--- src/rtl/seg7_display_driver_pkg.sv ---
// Shared constants for the 8-digit hex display driver: bus address codes,
// digit count and the 7-segment glyph table.
package seg7_display_driver_pkg;

   localparam int NUM_DIGITS = 8;
   localparam int IDX_W      = $clog2(NUM_DIGITS);
   localparam int DATA_W     = 32;

   typedef enum logic [1:0] {
      DISP_ADDR_WORD = 2'b00,
      DISP_ADDR_LO   = 2'b01,
      DISP_ADDR_HI   = 2'b10,
      DISP_ADDR_RSVD = 2'b11
   } disp_addr_e;

   // Segment order {dp,g,f,e,d,c,b,a}; entry 15 first, entry 0 last.
   localparam logic [15:0][7:0] SEG7_LUT = {
      8'h71, 8'h79, 8'h5E, 8'h39, 8'h7C, 8'h77, 8'h6F, 8'h7F,
      8'h07, 8'h7D, 8'h6D, 8'h66, 8'h4F, 8'h5B, 8'h06, 8'h3F
   };

endpackage

--- src/rtl/seg7_display_driver_if.sv ---
// CPU-side write port of the display block; the CPU is master, the driver is slave.
interface seg7_display_driver_if;

   logic                                     disp_cs;
   logic                                     disp_wen;
   logic [1:0]                               disp_addr;
   logic [seg7_display_driver_pkg::DATA_W-1:0] disp_wdata;
   logic [seg7_display_driver_pkg::DATA_W-1:0] disp_data;

   modport master (
      output disp_cs, disp_wen, disp_addr, disp_wdata,
      input  disp_data
   );

   modport slave (
      input  disp_cs, disp_wen, disp_addr, disp_wdata,
      output disp_data
   );

endinterface

--- src/rtl/seg7_display_driver_hex_to_seg7.sv ---
// Combinational hex nibble to 7-segment glyph; dp is never lit.
module hex_to_seg7
   import seg7_display_driver_pkg::*;
(
   input  logic [3:0] nibble,
   output logic [7:0] seg
);

   assign seg = SEG7_LUT[nibble];

endmodule

--- src/rtl/seg7_display_driver.sv ---
// Latches the CPU display word and scans it as 8 hex digits onto a shared
// 7-segment bus with one-hot digit select and optional leading-zero blanking.
//
// Scan state:
//   scan_cnt  | dwell position within the current digit (0..SCAN_DIV-1)
//   digit_idx | digit being prepared for the output registers (0 = rightmost)
module seg7_display_driver
   import seg7_display_driver_pkg::*;
#(
   parameter int SCAN_DIV = 20000,
   parameter int CNT_W    = 15
)
(
   input  logic                  clk,
   input  logic                  rst,
   seg7_display_driver_if.slave  bus,
   input  logic                  blank_en,
   output logic [NUM_DIGITS-1:0] digit_sel,
   output logic [7:0]            seg
);

   logic [CNT_W-1:0]      scan_cnt, scan_cnt_nxt;
   logic [IDX_W-1:0]      digit_idx, digit_idx_nxt;
   logic [DATA_W-1:0]     data_q, data_nxt;
   logic [NUM_DIGITS-1:0] digit_sel_nxt;
   logic [7:0]            seg_nxt;
   logic [7:0]            seg_enc;
   logic [3:0]            nibble;
   logic                  blank;

   always_ff @(posedge clk or negedge rst) begin
      if (!rst) begin
         scan_cnt  <= '0;
         digit_idx <= '0;
         data_q    <= '0;
         digit_sel <= '0;
         seg       <= '0;
      end else begin
         scan_cnt  <= scan_cnt_nxt;
         digit_idx <= digit_idx_nxt;
         data_q    <= data_nxt;
         digit_sel <= digit_sel_nxt;
         seg       <= seg_nxt;
      end
   end

   always_comb begin
      scan_cnt_nxt  = scan_cnt + CNT_W'(1);
      digit_idx_nxt = digit_idx;
      data_nxt      = data_q;
      if (scan_cnt == CNT_W'(SCAN_DIV - 1)) begin
         scan_cnt_nxt  = '0;
         digit_idx_nxt = digit_idx + IDX_W'(1);
      end
      if (bus.disp_cs && bus.disp_wen) begin
         case (disp_addr_e'(bus.disp_addr))
            DISP_ADDR_WORD: data_nxt        = bus.disp_wdata;
            DISP_ADDR_LO:   data_nxt[15:0]  = bus.disp_wdata[15:0];
            DISP_ADDR_HI:   data_nxt[31:16] = bus.disp_wdata[15:0];
            default:        data_nxt        = data_q;
         endcase
      end
   end

   // A digit is a leading zero when it and every more significant nibble are zero.
   assign nibble = data_q[{digit_idx, 2'b00} +: 4];
   assign blank  = blank_en && (digit_idx != '0) &&
                   ((data_q >> {digit_idx, 2'b00}) == '0);

   hex_to_seg7 u_hex_to_seg7 (
      .nibble (nibble),
      .seg    (seg_enc)
   );

   always_comb begin
      digit_sel_nxt = NUM_DIGITS'(1) << digit_idx;
      seg_nxt       = blank ? 8'h00 : seg_enc;
   end

   assign bus.disp_data = data_q;

endmodule

--- src/flat_wrapper.sv ---
// flat-port wrapper written by rule: the top's interface ports become plain ports
module seg7_display_driver_flat import seg7_display_driver_pkg::*;
#(
   parameter int SCAN_DIV = 20000,
   parameter int CNT_W    = 15
)
  (clk, rst, blank_en, digit_sel, seg, bus_disp_cs, bus_disp_wen, bus_disp_addr, bus_disp_wdata, bus_disp_data);
  seg7_display_driver_if bus_i ();
  input  logic clk;
  input  logic rst;
  input  logic blank_en;
  output logic [NUM_DIGITS-1:0] digit_sel;
  output logic [7:0] seg;
  input wire logic [$bits(bus_i.disp_cs)-1:0] bus_disp_cs;
  input wire logic [$bits(bus_i.disp_wen)-1:0] bus_disp_wen;
  input wire logic [$bits(bus_i.disp_addr)-1:0] bus_disp_addr;
  input wire logic [$bits(bus_i.disp_wdata)-1:0] bus_disp_wdata;
  output wire logic [$bits(bus_i.disp_data)-1:0] bus_disp_data;
  assign bus_i.disp_cs = bus_disp_cs;
  assign bus_i.disp_wen = bus_disp_wen;
  assign bus_i.disp_addr = bus_disp_addr;
  assign bus_i.disp_wdata = bus_disp_wdata;
  assign bus_disp_data = bus_i.disp_data;
  seg7_display_driver #(.SCAN_DIV(SCAN_DIV), .CNT_W(CNT_W)) u_core (.clk(clk), .rst(rst), .bus(bus_i), .blank_en(blank_en), .digit_sel(digit_sel), .seg(seg));
endmodule
--- config.mk ---
export PLATFORM = sky130hd
export DESIGN_NAME = seg7_display_driver_flat
export DESIGN_NICKNAME = d
export VERILOG_FILES = /design/src/rtl/seg7_display_driver_pkg.sv /design/src/rtl/seg7_display_driver_if.sv /design/src/rtl/seg7_display_driver_hex_to_seg7.sv /design/src/rtl/seg7_display_driver.sv /design/src/flat_wrapper.sv
export SDC_FILE = /design/constraint.sdc
export NUM_CORES = 1
export LEC_CHECK = 0
export CAP_MARGIN = 20
export CORE_UTILIZATION = 53
export DETAILED_ROUTE_END_ITERATION = 6
export PLACE_DENSITY = 0.86
export SLEW_MARGIN = 20
export SYNTH_ARGS = -nofsm -noshare
export SYNTH_HDL_FRONTEND = slang
export SYNTH_SLANG_ARGS = --single-unit
--- constraint.sdc ---
create_clock -name clk -period 8.4 [get_ports clk]
set_input_delay 0.84 -clock clk [delete_from_list [all_inputs] [get_ports clk]]
set_output_delay 0.84 -clock clk [all_outputs]
set_load 0.005 [all_outputs]
==> results of run 1 <==
## area by class of cell
class,instances,area (sq um),area share [%]
Clock buffer,12,145.1,3.247
Clock inverter,3,65.06,1.456
Inverter,9,33.78,0.7559
Multi-Input combinational cell,215,1640,36.70
Sequential cell,65,1627,36.39
Tap cell,75,93.84,2.100
Timing Repair Buffer,87,864.6,19.34
## kinds of logic (layout without fill, tap and decap cells)
kind of cell             after synthesis  after routing  share of synthesized area [%]
other                                  1              1                         0.1108
XOR/XNOR                              14             14                          3.623
adder cells (fa/ha/maj)               12             12                          4.436
multiplexers                          32             32                          14.34
flip-flops                            65             65                          48.06
buffers and inverters                 23            111                          3.475
AND/OR/NAND/NOR                       95             95                          13.46
AO/OA/AOI/OAI                         61             61                          12.50
## per-stage QoR
stage	hold WS [ns]	cells	total power [uW]
after global routing	0.5257	466	958.2
after global placement	0.4732	450	618.9
after floorplan	0.4535	303	494.7
after detailed placement	0.4845	450	625.9
after CTS	0.4938	465	914.3
final	0.4934	466	910.9
## Yosys cell counts, types with 2 or more instances
cell       n
a21oi_1    8
nand3b_1   2
a222oi_1   3
mux2i_1    3
nor3_1     7
mux4_2    10
dfrtp_1   65
buf_4      2
nand3_1   12
xor2_1     5
nor3_2     2
inv_2      2
ha_1      12
clkbuf_1   8
nor2b_1    4
o21ai_0   22
and2_1     4
nor2_1    30
o22ai_1   17
nand4_1    5
xnor2_1    9
buf_6      3
mux2i_2    2
nand2_1   23
a221oi_2   2
mux2_2    16
inv_1      6
## metal layers
metal  part of all wire [%]  vias to the layer above
li1                       -                     1271
met1                     44                     1288
met2                     47                      114
met3                    6.9                       22
met4                    2.0                        0
met5                      0                        -
## power groups by stage
| stage | Sequential (uW) | Combinational, uW | Clock [uW] |
|---|---|---|---|
| floorplan | 388 | 107 | 0 |
| global placement | 394 | 225 | 0 |
| detailed placement | 394 | 232 | 0 |
| CTS | 389 | 233 | 292 |
| global route | 394 | 255 | 309 |
| finish | 390 | 233 | 288 |
## sequential cells by signal, summed over array words and instances, names as in the netlist
signal	flops
u_core.scan_cnt	15
u_core.bus.disp_data	32
u_core.digit_sel	8
u_core.seg	7
u_core.digit_idx	3
## path summary, 6_finish.rpt
kind | depth (start not counted) | endpoint
worst max-delay path | 6 | u_core.seg[5]$_DFF_PN0_
worst min-delay path | 1 | u_core.scan_cnt[0]$_DFF_PN0_
worst max register to register | 6 | u_core.seg[5]$_DFF_PN0_
worst min register to register | 1 | u_core.scan_cnt[0]$_DFF_PN0_
max in group asynchronous | 2 | u_core.digit_sel[2]$_DFF_PN0_
min in group asynchronous | 2 | u_core.bus.disp_data[31]$_DFFE_PN0P_
==> Flow_metrics.wiki, run 1 <==
{| class="wikitable"
! Metric !! Value
|-
| Run status || complete, no violations
|-
| Internal Pwr Total || 663.3 uW
|-
| Mapped Nets || 354
|-
| Syn. warnings || 0
|-
| Global routing's busiest layer || met2
|-
| Reg-to-reg critical path startpoint || u_core.digit_idx[0]$_DFFE_PN0N_
|-
| Number of placement rows || 28
|-
| Power spent charging and discharging nets || 247.6 uW
|-
| Combinational Power Share || 25.6%
|-
| Worst path slowest cell || dfrtp_1
|-
| Hold bufs inserted after CTS || 0
|-
| Cell area after synthesis || 0.003384 sq mm
|-
| Total wirelength of the detailed-routed design || 7.664 mm
|-
| Cell area after placement || around 0.0042 sq mm
|-
| Fraction of final layout cells sized beyond drive strength 1 || 14.32%
|-
| Maximum clock frequency || 298.5 MHz
|-
| Worst clock skew || slightly below 0.005 ns
|-
| Clock power share || roughly a third
|-
| Number of setup buffers added after CTS || 0
|-
| Most frequent standard cell in the layout excluding fill and tap cells || clkdlybuf4s50_1
|-
| Worst min-delay path class || reg -> reg
|-
| Max-slew violations || 0
|-
| Overall overflow remaining after global route || 0
|-
| Worst path setup slack after routing || 5.049 ns
|-
| Die area || 0.006709 sq mm
|-
| Clock tree from TritonCTS || done
|-
| Final antenna-violating net count || 0
|-
| Syn-to-layout area delta || 32.05%
|-
| Iter 0 DRT Violations || 98
|-
| Cell count after synthesis || approximately 300
|-
| Cell area power density || 203.8 mW/mm^2
|-
| Final setup TNS || 0 ns
|-
| Detailed-placement wirelength estimate || around 5.4 mm
|-
| Wire length of the first global-routing pass || 13.03 mm
|-
| Crit path max fanout || 26
|-
| Fillers || just over 400
|-
| Combined buffer and inverter count along the critical path || 0
|-
| Worst endpoint required time || 8.59 ns
|-
| Static Leak || 0.001851 uW
|-
| DR pass1 iterations || 4
|-
| Headroom to the max-slew limit || between 20% and 30%
|-
| Die X-Extent || 81.91 microns
|-
| Proportion of power drawn by flip-flops and latches || 42.8%
|-
| Core area || 0.006026 sq mm
|-
| Clock latency on the worst-skew pair || 0.35 ns
|-
| Total of buffers placed on input and output ports || 85
|-
| Met1 routing resource usage after global routing || approximately 34%
|-
| Worst setup timing slack at the placement stage || 5.077 ns
|-
| Highest ir drop seen on vdd || about 0.15 mV
|-
| Setup-violating endpoint count in the final report || 0
|-
| Avg WL per Cell || 16.45 microns
|-
| # Max-Cap Violations || 0
|-
| Post-layout minimum cycle time || around 3.4 ns
|-
| Reg-to-reg slack, setup || 5.05 ns
|-
| Global placement routability congestion || between 0.8 and 0.9
|-
| Total vias in the final route || 2,695
|-
| Clock edge transition at the registers on the reported setup and hold paths || 0.06 ns
|-
| Fraction of synthesis flops using an asynchronous set or reset pin || 100.0%
|-
| Crit path DAT || 3.54 ns
|-
| Top area cells in the synthesized netlist || dfrtp_1, mux4_2, mux2_2
|-
| Cell family with the largest share of critical-path delay || flip-flops
|-
| Most used DFF post-synth || dfrtp_1
|-
| RSZ-0062 raised after global routing || false
|-
| Count of cell types in the netlist || 46
|-
| Delay of the slowest critical-path stage || 0.99 ns
|-
| Via count of the first global-routing pass || 2,712
|-
| Overall Global Routing Usage || 26.09%
|-
| Synth Register Bits || 65
|-
| Kind of launch point of the worst setup path || register
|-
| Antenna violations before repair || 0
|-
| Startpoint of the most critical setup path || u_core.digit_idx[0]$_DFFE_PN0N_
|-
| Die boundary height || 81.91 microns
|-
| Final Cycle Share || 39.89%
|-
| Number of clock sinks || 65
|-
| DRC viols || 0
|-
| Largest net degree at the start of global routing || 66
|-
| Finished layout cell area || 0.004469 sq mm
|-
| Utilization after layout || between 70% and 80%
|-
| Net Sw Frac || between 20 and 30%
|-
| CTS-repair resized insts || 0
|-
| Final count of hold timing violations || 0
|-
| Maximum number of buffers from clock root to sink || 2
|-
| Slew at the pin with the worst max-slew slack || roughly 1.1 ns
|-
| Root buffer cell || clkbuf_8
|-
| Number of enable-type register cells in the synthesized netlist || 0
|-
| Yosys top cell area share || 48.06%
|-
| Worst hold start || u_core.scan_cnt[0]$_DFF_PN0_
|-
| Commonest non-fill, non-tap cells in the layout || clkdlybuf4s50_1, dfrtp_1, nor2_1
|-
| Sequence of cells on the critical path || mux4_2 -> mux2i_2 -> ha_1 -> nand3b_1 -> a2111oi_4 -> a222oi_1
|-
| Sequential cell area fraction in the yosys report || 48.06%
|-
| Mean post-synth cell area || 11.17 sq um
|-
| Global routing usage on met2 || 40.83%
|-
| Ports || 87
|-
| Total clock buffers created by CTS || 9
|-
| # diodes || 0
|-
| Maximum level of the CTS H-tree || 3
|-
| Kind of capture point of the worst setup path || register
|-
| Initial Utilization || between 50% and 60%
|-
| Met3 track utilization from global routing || 8.111%
|-
| Kind of critical path || reg -> reg
|-
| Net count of the finished layout || 438
|-
| Cell taking the most area after synthesis || dfrtp_1
|-
| Via density per instance || 5.783
|}
Power figures use the tool's default switching activity.
==> run 2, diff against run 1 <==
CORE_UTILIZATION = 49   (was 53)
PLACE_DENSITY = 0.8   (was 0.86)
clock period = 3.2 ns   (was 8.4 ns; I/O delays follow)
==> run 2 against run 1 <==
  * The run now ends with hold timing left
  * Final area is 0.81% higher
  * Total power grew to 2.6 times the previous value
  * Sequential power grew to 2.6 times the previous value
  * Flip-flop and latch count stayed put
  * Critical path depth stayed put
  * First-iteration DRC count is 24% higher
  * Critical path type unchanged
==> Flow_metrics.wiki, run 2 (same netlist as run 1, synthesis figures left out) <==
{| class="wikitable"
! Metric !! Value
|-
| Fraction of final layout cells sized beyond drive strength 1 || 16.08%
|-
| Reg-to-reg slack, setup || 0.42 ns
|-
| Most frequent standard cell in the layout excluding fill and tap cells || clkdlybuf4s50_1
|-
| Die boundary height || 85.11 microns
|-
| Largest net degree at the start of global routing || 40
|-
| Iter 0 DRT Violations || ~120
|-
| Maximum clock frequency || 359.8 MHz
|-
| Final setup TNS || 0 ns
|-
| Crit path max fanout || 7
|-
| Total vias in the final route || 2,721
|-
| Worst path slowest cell || a2111oi_4
|-
| Worst clock skew || 0.01031 ns
|-
| Violated checks || hold timing
|-
| Flip-flop count of the largest register after layout || 32
|-
| Internal Pwr Total || about 1700 uW
|-
| Commonest non-fill, non-tap cells in the layout || clkdlybuf4s50_1, dfrtp_1, nor2_1
|-
| Clock edge transition at the registers on the reported setup and hold paths || 0.07 ns
|-
| DRC viols || 0
|-
| Root buffer cell || clkbuf_8
|-
| Via count of the first global-routing pass || 2,737
|-
| CTS-repair resized insts || 0
|-
| Die X-Extent || 85.11 microns
|-
| Clock latency on the worst-skew pair || around 0.34 ns
|-
| Setup-violating endpoint count in the final report || 0
|-
| # placed instances || 460
|-
| Overall Global Routing Usage || a little under a quarter
|-
| Power spent charging and discharging nets || 652.7 uW
|-
| Number of placement rows || 29
|-
| Proportion of power drawn by flip-flops and latches || ~44%
|-
| Length in cells of the worst reg-to-reg path || 6
|-
| Static Leak || roughly 0.0019 uW
|-
| Clock tree from TritonCTS || done
|-
| Detailed-placement wirelength estimate || 5.688 mm
|-
| Global routing usage on met2 || 37.46%
|-
| Maximum number of buffers from clock root to sink || 2
|-
| RSZ-0062 raised after global routing || false
|-
| Cell area power density || a little over 500 mW/mm^2
|-
| Total clock buffers created by CTS || 9
|-
| Final Cycle Share || 86.87%
|-
| Crit path DAT || about 3 ns
|-
| Slew at the pin with the worst max-slew slack || 0.8422 ns
|-
| Clock power share || 29.6%
|-
| Headroom to the max-slew limit || about 44%
|-
| Worst endpoint required time || 3.38 ns
|-
| Net Sw Frac || 27.90%
|-
| Core area || 0.006495 sq mm
|-
| Net count of the finished layout || 445
|-
| Met1 routing resource usage after global routing || 32.06%
|-
| Kind of capture point of the worst setup path || register
|-
| Sequence of cells on the critical path || mux4_2 -> mux2i_2 -> ha_1 -> nand3b_1 -> a2111oi_4 -> a222oi_1
|-
| Worst hold slack || -0.01060 ns
|-
| Combinational Power Share || 26.6%
|-
| Met3 track utilization from global routing || 5.058%
|-
| # Max-Cap Violations || 0
|-
| Kind of launch point of the worst setup path || register
|-
| Run status || complete, but fails checks
|-
| Hold bufs inserted after CTS || 0
|-
| Max-slew violations || 0
|-
| Maximum level of the CTS H-tree || 3
|-
| Post-layout minimum cycle time || 2.780 ns
|-
| Total wirelength of the detailed-routed design || 7.956 mm
|-
| Kind of critical path || reg -> reg
|-
| Number of setup buffers added after CTS || 0
|-
| Global routing's busiest layer || met2
|-
| DR pass1 iterations || 4
|-
| Overall overflow remaining after global route || 0
|-
| Initial Utilization || between 50% and 60%
|-
| Global placement routability congestion || 0.8710
|-
| Ports || 87
|-
| Avg WL per Cell || 16.75 microns
|-
| Final antenna-violating net count || 0
|-
| Post-route non-filler standard cell count || 475
|-
| Number of clock sinks || 65
|-
| Via density per instance || 5.728
|-
| Highest ir drop seen on vdd || 0.3655 mV
|-
| Delay of the slowest critical-path stage || slightly below 0.6 ns
|-
| Final count of hold timing violations || 26
|-
| Worst min-delay path class || in -> async
|-
| Syn-to-layout area delta || 33.12%
|-
| Wire length of the first global-routing pass || 13.34 mm
|-
| Total of buffers placed on input and output ports || 85
|-
| Die area || 0.007244 sq mm
|-
| Antenna violations before repair || 0
|-
| # diodes || 0
|}
==> run 2: cell count changes in the layout (fill, tap and decap cells not counted) <==
cell and change:
clkinv_2 +1, bufinv_16 -1, buf_6 -1, clkbuf_1 -1, clkbuf_8 +1, buf_4 +8
==> run 2: layout make-up <==
class                      count  area (sq um)
clock inverter                 3         40.04
timing repair buffer          94         913.4
tap                           77         96.34
fill                         485          1989
multi-input combinational    215          1640
clock buffer                  12         155.1
sequential                    65          1627
inverter                       9         33.78
==> run 2: path summary, 6_finish.rpt <==
check / end / startpoint
setup / recovery: u_core.seg[5]$_DFF_PN0_ / u_core.digit_idx[0]$_DFFE_PN0N_
hold / removal: u_core.bus.disp_data[30]$_DFFE_PN0P_ / rst
setup reg to reg: u_core.seg[5]$_DFF_PN0_ / u_core.digit_idx[0]$_DFFE_PN0N_
hold reg to reg: u_core.scan_cnt[13]$_DFF_PN0_ / u_core.scan_cnt[13]$_DFF_PN0_
max in group asynchronous: u_core.seg[5]$_DFF_PN0_ / rst
min in group clk: u_core.scan_cnt[13]$_DFF_PN0_ / u_core.scan_cnt[13]$_DFF_PN0_
==> run 2: layer usage <==
layer / wire length [microns] / vias to the layer above / share of wire [%]
met5: 0 / - / 0
met4: 80 / 0 / 1.0
met3: 625 / 9 / 7.9
met2: 3856 / 118 / 48
met1: 3393 / 1312 / 43
li1: - / 1282 / -
==> run 2: through the flow <==
step	total power [uW]	hold WS, ns	setup WS (ns)	utilization [%]	area (sq um)
2_1_floorplan	1299	0.02441	0.4979	-	3385
3_3_place_gp	1640	0.3542	0.5739	66.36	4310
3_5_place_dp	1654	0.3667	0.4347	66.36	4310
4_1_cts	2346	0.005491	0.4237	69.37	4506
5_1_grt	2447	0.03678	0.2070	69.37	4506
6_report	2339	-0.01060	0.4203	69.37	4506
==> run 2: power groups by stage <==
stage / combinational [uW] / sequential, uW / clock [uW]
after global routing: 679 / 1040 / 732
after floorplan: 281 / 1020 / 0
after global placement: 607 / 1030 / 0
final: 623 / 1020 / 692
after detailed placement: 620 / 1030 / 0
after CTS: 626 / 1020 / 699
==> run 2: critical path, delay by kind of cell, from the launching register on <==
family	cells	cell delay, ns
multiplexers	2	0.88
adder cells (fa/ha/maj)	1	0.29
AND/OR/NAND/NOR	1	0.15
flip-flops	1	0.48
AO/OA/AOI/OAI	2	0.80
==> run 3, diff against run 2 <==
PLACE_DENSITY = unset   (was 0.8)
PLACE_DENSITY_LB_ADDON = 0.3   (was unset)
==> run 3 against run 2 <==
  * The flow now finishes without violations
  * Fmax is 1.4% higher
  * Via count down 1.6%
  * Global-route usage is 0.46 points lower
  * Die area unchanged
  * Register-to-register slack improved by 0.04 ns
  * Non-clock buffer count fell by 1
==> Flow_metrics.wiki, run 3 (same netlist as run 1, synthesis figures left out) <==
{| class="wikitable"
! Metric !! Value
|-
| Run status || complete, no violations
|-
| Maximum number of buffers from clock root to sink || 2
|-
| Via count of the first global-routing pass || between 2,000 and 3,000
|-
| Worst clock skew || 0.01148 ns
|-
| Maximum level of the CTS H-tree || 3
|-
| Largest net degree at the start of global routing || between 60 and 70
|-
| Cell area power density || 515.2 mW/mm^2
|-
| Max-slew violations || 0
|-
| Total wirelength of the detailed-routed design || 7.577 mm
|-
| Length in cells of the worst reg-to-reg path || 6
|-
| Commonest non-fill, non-tap cells in the layout || clkdlybuf4s50_1, dfrtp_1, nor2_1
|-
| Clock latency on the worst-skew pair || roughly 0.34 ns
|-
| Detailed-placement wirelength estimate || 5.546 mm
|-
| Initial Utilization || 52.11%
|-
| Combined buffer and inverter count along the critical path || 0
|-
| Sequence of cells on the critical path || mux4_2 -> mux2i_2 -> ha_1 -> nand3b_1 -> a2111oi_4 -> a222oi_1
|-
| Final Cycle Share || 85.70%
|-
| Worst path slowest cell || mux4_2
|-
| Die boundary height || 85.11 microns
|-
| Number of placement rows || 29
|-
| Static Leak || 0.001876 uW
|-
| CTS-repair resized insts || 0
|-
| Root buffer cell || clkbuf_8
|-
| Iter 0 DRT Violations || 119
|-
| Total stage count of the critical path || 6
|-
| Ports || 87
|-
| Crit path DAT || 2.93 ns
|-
| Via density per instance || 5.636
|-
| Maximum clock frequency || 364.7 MHz
|-
| Global placement routability congestion || approximately 0.85
|-
| Delay of the slowest critical-path stage || 0.58 ns
|-
| Proportion of power drawn by flip-flops and latches || 44.1%
|-
| Worst min-delay path class || in -> async
|-
| Most frequent standard cell in the layout excluding fill and tap cells || clkdlybuf4s50_1
|-
| Number of setup buffers added after CTS || 0
|-
| Clock edge transition at the registers on the reported setup and hold paths || around 0.080 ns
|-
| Net Sw Frac || 28.86%
|-
| Wire length of the first global-routing pass || 12.93 mm
|-
| Flip-flop count of the largest register after layout || 32
|-
| Net count of the finished layout || roughly 440
|-
| Reg-to-reg slack, setup || about 0.46 ns
|-
| Design Power || 2317 uW
|-
| RSZ-0062 raised after global routing || false
|-
| Final setup TNS || 0 ns
|-
| Combinational Power Share || between 20% and 30%
|-
| # Max-Cap Violations || 0
|-
| Overall overflow remaining after global route || 0
|-
| Power spent charging and discharging nets || around 670 uW
|-
| Highest ir drop seen on vdd || 0.3337 mV
|-
| Die area || 0.007244 sq mm
|-
| Antenna violations before repair || 0
|-
| Slew at the pin with the worst max-slew slack || 0.8231 ns
|-
| Total clock buffers created by CTS || 9
|-
| Post-layout minimum cycle time || roughly 2.7 ns
|-
| Number of clock sinks || 65
|-
| Overall Global Routing Usage || between 20% and 30%
|-
| DR pass1 iterations || 5
|-
| Headroom to the max-slew limit || 44.98%
|-
| Setup-violating endpoint count in the final report || 0
|-
| Core area || 0.006495 sq mm
|-
| Clock power share || 29.3%
|-
| Syn-to-layout area delta || 32.90%
|-
| Final antenna-violating net count || 0
|-
| Cell family with the largest share of critical-path delay || multiplexers
|-
| Kind of critical path || reg -> reg
|-
| DRC viols || 0
|-
| Total of buffers placed on input and output ports || 85
|-
| Crit path max fanout || 7
|-
| Internal Pwr Total || 1649 uW
|-
| Kind of launch point of the worst setup path || register
|-
| Total vias in the final route || 2,677
|-
| Final count of hold timing violations || 0
|-
| Avg WL per Cell || between 15 and 20 microns
|-
| Fraction of final layout cells sized beyond drive strength 1 || 16.33%
|-
| # diodes || 0
|-
| Worst endpoint required time || 3.39 ns
|-
| Clock tree from TritonCTS || done
|-
| Hold bufs inserted after CTS || 0
|-
| Kind of capture point of the worst setup path || register
|-
| Die X-Extent || 85.11 microns
|}
[run 3: changes by cell type in the layout (fill, tap and decap cells not counted)]
cell      change
clkbuf_8      -2
buf_4         -1
clkinv_4      +3
clkinv_2      +1
clkbuf_1      -1
[run 3: routing by layer]
metal  up-vias  global-route usage (%)  share of wire [%]
met5         -                       0                  0
met4         0                   11.56                2.3
met3        16                   5.447                6.5
met2       100                   35.92                 47
met1      1278                   30.74                 44
li1       1283                       -                  -
[run 3: path summary, 6_finish.rpt]
kind                                            startpoint                                   to
max in group asynchronous                              rst  u_core.bus.disp_data[9]$_DFFE_PN0P_
max                        u_core.digit_idx[0]$_DFFE_PN0N_              u_core.seg[4]$_DFF_PN0_
max reg2reg                u_core.digit_idx[0]$_DFFE_PN0N_              u_core.seg[4]$_DFF_PN0_
min reg2reg                   u_core.scan_cnt[0]$_DFF_PN0_         u_core.scan_cnt[0]$_DFF_PN0_
min                                                    rst         u_core.scan_cnt[7]$_DFF_PN0_
min in group clk              u_core.scan_cnt[0]$_DFF_PN0_         u_core.scan_cnt[0]$_DFF_PN0_
[run 3: stage by stage]
stage               hold slack, ns  utilization (%)  cells  instance area [sq um]  setup slack, ns
floorplan                  0.02441                -    303                   3385           0.4979
global placement            0.4766            66.25    459                   4303           0.5820
detailed placement          0.4898            66.25    459                   4303           0.4852
CTS                         0.1677            69.25    475                   4498           0.4595
global route                0.2295            69.25    475                   4498           0.2376
finish                      0.1409            69.25    475                   4498           0.4577
[run 3: cell type report]
cell class	instances	area [sq um]
clock buffers	9	123.9
clock inverters	7	71.32
fillers	486	1997
inverters	9	33.78
multi-input cells	215	1640
flip-flops and latches	65	1627
well taps	77	96.34
repair buffers	93	905.9
[run 3: power groups by stage]
stage	combinational (uW)	clock, uW	sequential, uW
floorplan	281	0	1020
global placement	607	0	1030
detailed placement	617	0	1040
CTS	620	690	1020
global route	672	736	1040
finish	617	678	1020
